===== config.mk =====
export PLATFORM = sky130hd
export DESIGN_NAME = slowclk_rate_ctrl
export DESIGN_NICKNAME = d
export VERILOG_FILES = /design/src/rtl/slowclk_rate_ctrl.sv
export SDC_FILE = /design/constraint.sdc
export NUM_CORES = 1
export LEC_CHECK = 0
export CAP_MARGIN = 20
export CORE_MARGIN = 2
export CORE_UTILIZATION = 58
export CTS_CLUSTER_DIAMETER = 30
export CTS_CLUSTER_SIZE = 8
export DETAILED_ROUTE_END_ITERATION = 12
export PLACE_DENSITY = 0.87
export SYNTH_ARGS = -nofsm -noshare
export SYNTH_HDL_FRONTEND = slang
export SYNTH_SLANG_ARGS = --single-unit
export TNS_END_PERCENT = 1

===== constraint.sdc =====
create_clock -name CLOCK -period 2.58 [get_ports CLOCK]
set_input_delay 0.516 -clock CLOCK [delete_from_list [all_inputs] [get_ports CLOCK]]
set_output_delay 0.516 -clock CLOCK [all_outputs]
set_load 0.005 [all_outputs]

===== src/rtl/slowclk_rate_ctrl.sv =====
// slowclk_rate_ctrl
//   Run/pause/step controller for the board's slow clock. A single counter
//   divides CLOCK down to a one-cycle TICK enable and a 50%-duty SLOWCLK
//   square wave at one of four programmable half-period lengths. Rate
//   changes are queued and only take effect on a tick edge, and pause or
//   single-step never cut a half-period short, so SLOWCLK never produces a
//   runt pulse.
//
// Ports
//   CLOCK     in   1  system clock, all state changes on its rising edge
//   RESETN    in   1  asynchronous active-low reset
//   RATE_SEL  in   2  requested rate index, sampled when RATE_REQ=1
//   RATE_REQ  in   1  one-cycle pulse requesting a rate change
//   PAUSE     in   1  level, 1 = hold, 0 = run
//   STEP      in   1  one-cycle pulse, single tick while paused
//   TICK      out  1  registered one-cycle enable, one per half-period
//   SLOWCLK   out  1  registered square wave, toggles with TICK
//   RATE_ACT  out  2  rate index currently in force
//   PEND      out  1  high while a rate request waits for the next tick
module slowclk_rate_ctrl #(
  parameter int CW   = 27,
  parameter int DIV0 = 134217728,
  parameter int DIV1 = 50000000,
  parameter int DIV2 = 12500000,
  parameter int DIV3 = 2500000
) (
  input  logic       CLOCK,
  input  logic       RESETN,
  input  logic [1:0] RATE_SEL,
  input  logic       RATE_REQ,
  input  logic       PAUSE,
  input  logic       STEP,
  output logic       TICK,
  output logic       SLOWCLK,
  output logic [1:0] RATE_ACT,
  output logic       PEND
);

  typedef enum logic [1:0] {
    RUN      = 2'd0,
    PAUSED   = 2'd1,
    STEPPING = 2'd2
  } state_t;

  state_t        state;
  state_t        state_next;
  logic [CW-1:0] cnt;
  logic [CW-1:0] cnt_last;
  logic [1:0]    pend_idx;
  logic          step_tick;
  logic          advance;
  logic          tick_now;

  // Terminal count for the rate currently in force. Only the active rate
  // matters because a pending rate is swapped in exactly when cnt returns
  // to zero, so cnt can never sit beyond the terminal of a shorter divisor.
  always_comb begin
    cnt_last = CW'(DIV0 - 1);
    case (RATE_ACT)
      2'd0:    cnt_last = CW'(DIV0 - 1);
      2'd1:    cnt_last = CW'(DIV1 - 1);
      2'd2:    cnt_last = CW'(DIV2 - 1);
      2'd3:    cnt_last = CW'(DIV3 - 1);
      default: cnt_last = CW'(DIV0 - 1);
    endcase
  end

  // Next-state and tick decision. PAUSE acts on the very edge it is seen,
  // so a pause landing on the terminal count suppresses that tick and the
  // count holds. A STEP seen while PAUSED wins over a simultaneous PAUSE
  // release. STEPPING behaves like RUN for counting, which gives the step
  // a full half-period before the next run tick if PAUSE has dropped.
  always_comb begin
    state_next = state;
    step_tick  = 1'b0;
    case (state)
      RUN: begin
        if (PAUSE) state_next = PAUSED;
      end
      PAUSED: begin
        if (STEP) begin
          state_next = STEPPING;
          step_tick  = 1'b1;
        end else if (!PAUSE) begin
          state_next = RUN;
        end
      end
      STEPPING: begin
        state_next = PAUSE ? PAUSED : RUN;
      end
      default: state_next = RUN;
    endcase
    advance  = !step_tick && !PAUSE;
    tick_now = step_tick || (advance && (cnt == cnt_last));
  end

  // State, counter and outputs. A new request on a tick edge overrides the
  // PEND clear, so the request lands in the pending slot for the next tick
  // while the tick itself consumes the previously pending index.
  always_ff @(posedge CLOCK or negedge RESETN) begin
    if (!RESETN) begin
      state    <= RUN;
      cnt      <= '0;
      TICK     <= 1'b0;
      SLOWCLK  <= 1'b0;
      RATE_ACT <= 2'd0;
      PEND     <= 1'b0;
      pend_idx <= 2'd0;
    end else begin
      state <= state_next;
      TICK  <= tick_now;
      if (tick_now) begin
        cnt     <= '0;
        SLOWCLK <= ~SLOWCLK;
        if (PEND) begin
          RATE_ACT <= pend_idx;
          PEND     <= 1'b0;
        end
      end else if (advance) begin
        cnt <= cnt + CW'(1);
      end
      if (RATE_REQ) begin
        pend_idx <= RATE_SEL;
        PEND     <= 1'b1;
      end
    end
  end

endmodule


==> run metrics, run 1 <==
sequential share of power=53.5%; top_reg_cell synth=dfrtp_1; synth unique cells=37; Synth Instances=195; reg-to-reg critical path endpoint=cnt[19]$_DFFE_PN0P_; CTS sink cnt=36; max_cap viols=0; Crit Path Max Fanout=28; WL final=3.85 mm; layout cells sized above 1=7.51%; EDFF count, synth=0; ant diodes=0; row count=20; Hold EP=SLOWCLK$_DFFE_PN0P_; GRT overflow=0; PortBufs=11; largest net degree at the start of global routing=37; Bufs on Longest Clock Path=2; Die X=61.3 um; CTS Buf Count=5; Setup Skew=0.0149 ns; top cell type by total area after synthesis=dfrtp_1; core area=0.00308 mm2; post-route minimum period=2.48 ns; outcome=finished clean; GRT Overall Usage=24.2%; initial antenna violation count=0; GP Congestion=0.882; Worst Setup SP=RATE_ACT[1]$_DFFE_PN0P_; Layout Nets=224; P per Cell Area=594 mW/mm2; Area growth, synth to finish=11.7%; I/O Pins=12; Seq/Total Area, Yosys=47.2%; measured slew at the worst slew-check pin=0.440 ns; DRC violations left=0; initial core utilization=62.0%; async set-or-reset flop fraction in the synthesized netlist=100%; Min-Delay Path Depth=1; Hold WC Path Type=flip-flop to flip-flop; Post-Synthesis Mean Instance Area=9.78 um2; Pins Over Slew Limit=0; Total Power=1.26 mW; via count=1,468; Comb pwr share=21.6%; Worst Setup Start Kind=flip-flop; yosys warns=0; total die area=0.00376 mm2; endpoint class of the critical path=flip-flop; r2r setup slk=0.10 ns; root buf cell=clkbuf_4; peak supply drop=0.000409 V; Final Hold Fails=0; number of global-route vias before repair=1,496; #FFs+latches synth=36; Sw Share=28.6%; worst endpoint required time=2.79 ns; switching power=362 uW; Via density=5.71; Clock power frac=24.9%; detailed placement HPWL=2.79 mm; Reg clk slew, reported paths=0.11 ns; drt first pass iters=4; top post-synthesis cells by area=dfrtp_1 47%, xnor2_1 9.2%, nor2_1 7.3%, xor2_1 3.7%, ha_1 3.3%; Iter 0 DRT Violations=96; Tcrit/Tclk final=96.0%; HP Start=SLOWCLK$_DFFE_PN0P_; Final ANT Viol Nets=0; Synth Cell Area=0.00191 mm2; critical path type=flip-flop to flip-flop; drt wl/cell=15.0 um; internal power=903 uW; endpoints failing setup=0; setup TNS=0 ns; unrepaired setup endpoints after global routing=no; H-Tree Depth=2; chip height=61.3 um; # hold bufs at CTS=0; Crit Reg-Reg Startpoint=RATE_ACT[1]$_DFFE_PN0P_; Max Clock Freq=0.404 GHz; worst r2r path cells=8; Leakage Power=0.910 nW; TritonCTS clock tree=built; first-pass GRT wire length=6.60 mm; clk_lat worst skew=0.33 ns; Post-Syn Nets=207; share of the synthesized area in the top cell type=47.2%; worst rel slew slack=70.6%; CP Data Arrival Time=2.69 ns
[metrics by stage]
step | worst slack (ns) | hold slack (ns) | utilization, % | cells | instance area (um2)
2_1_floorplan | 0.342 | 0.220 | - | 195 | 1910
3_3_place_gp | 0.136 | 0.477 | 67.0 | 249 | 2060
3_5_place_dp | 0.0364 | 0.466 | 67.0 | 249 | 2060
4_1_cts | 0.0554 | 0.485 | 69.1 | 257 | 2130
5_1_grt | 0.00376 | 0.522 | 69.2 | 257 | 2130
6_report | 0.102 | 0.487 | 69.2 | 257 | 2130
[registers in the layout, summed over array words and instances (netlist names)]
name      flops
cnt          27
pend_idx      2
state         2
TICK          1
PEND          1
SLOWCLK       1
RATE_ACT      2
[synth_stat cells (all sizes together), types with 3 or more instances]
master	n
and4b	3
nor3	8
nand3b	3
dfrtp	36
o211ai	4
nand2	14
and4	5
xor2	8
ha	5
inv	9
xnor2	20
nand4	5
nand3	10
nor2	37
[worst max path at each step]
| stage | end | depth (start not counted) |
|---|---|---|
| after global placement | cnt[0]$_DFFE_PN0P_ | 8 |
| after floorplan | cnt[13]$_DFFE_PN0P_ | 9 |
| final | cnt[19]$_DFFE_PN0P_ | 8 |
| after CTS | cnt[22]$_DFFE_PN0P_ | 8 |
| after detailed placement | cnt[2]$_DFFE_PN0P_ | 8 |
| after global routing | cnt[19]$_DFFE_PN0P_ | 8 |
[cells in the final DEF, fill, tap and decap left out, drive strengths merged, types with 2 or more instances in the layout]
cell type      synthesis  layout
nor2                  37      37
dfrtp                 36      36
xnor2                 20      20
nand2                 14      14
clkdlybuf4s50          0      11
nand3                 10      10
inv                    9       9
nor3                   8       8
xor2                   8       8
clkbuf                 2       7
and4                   5       5
nand4                  5       5
ha                     5       5
o211ai                 4       4
nand3b                 3       3
and4b                  3       3
buf                    2       3
or3                    2       2
o2111ai                2       2
nor2b                  2       2
mux2                   2       2
and3                   2       2
or3b                   2       2
o21ai                  2       2
[power by group through the flow]
| stage | clock [mW] | sequential (mW) | combinational, mW |
|---|---|---|---|
| floorplan | 0 | 0.673 | 0.177 |
| global placement | 0 | 0.680 | 0.263 |
| detailed placement | 0 | 0.684 | 0.274 |
| CTS | 0.319 | 0.675 | 0.275 |
| global route | 0.346 | 0.684 | 0.308 |
| finish | 0.314 | 0.677 | 0.274 |
[worst max-delay path, stage by stage, from the launching register on]
cell and delay, ns:
dfrtp_1 0.45, inv_1 0.12, ha_1 0.30, or3b_2 0.43, a222oi_1 0.31, o21ai_1 0.17, o21a_2 0.30, inv_6 0.20
nor2_1 0.08
[logic make-up (layout without fill, tap and decap cells)]
| logic type | count (synthesis) | count (layout) | share of synthesized area [%] |
|---|---|---|---|
| AOI/OAI and AO/OA | 14 | 14 | 5.77 |
| xor gates and xnor gates | 28 | 28 | 12.9 |
| adders and majority gates | 5 | 5 | 3.28 |
| buffers and inverters | 13 | 31 | 3.54 |
| DFF | 36 | 36 | 47.2 |
| muxes | 3 | 3 | 1.71 |
| and+or+nand+nor | 96 | 96 | 25.6 |
[cell type report]
type | instances | area [um2]
Multi-Input combinational cell | 146 | 938
Tap cell | 44 | 55.1
Timing Repair Buffer | 14 | 133
Inverter | 9 | 38.8
Sequential cell | 36 | 902
Clock inverter | 1 | 7.51
Fill cell | 244 | 948
Clock buffer | 7 | 55.1
[routing by layer]
metal / part of all wire (%) / GRT usage (%)
met2: 50 / 40.3
met1: 44 / 31.2
met3: 5.2 / 6.09
met4: 0.26 / 7.60
met5: 0 / 0
[what timing repair did]
item                                    CTS  global route
endpoints found under the setup margin    2            27
pin swaps                                 0             0
endpoints found under the hold margin     0             0
gates resized for setup                   1             1
setup buffers                             0             0
Note: power is estimated with default switching activity, not from simulation.
==> run 2: changes to the inputs <==
--- a/config.mk
+++ b/config.mk
@@ -11,6 +11,7 @@
 export CTS_CLUSTER_DIAMETER = 30
 export CTS_CLUSTER_SIZE = 8
 export DETAILED_ROUTE_END_ITERATION = 12
+export HOLD_SLACK_MARGIN = 0.02
 export PLACE_DENSITY = 0.87
 export SYNTH_ARGS = -nofsm -noshare
 export SYNTH_HDL_FRONTEND = slang
==> results of run 2 <==
Final layout, timing and power as in run 1 (identical DEF).
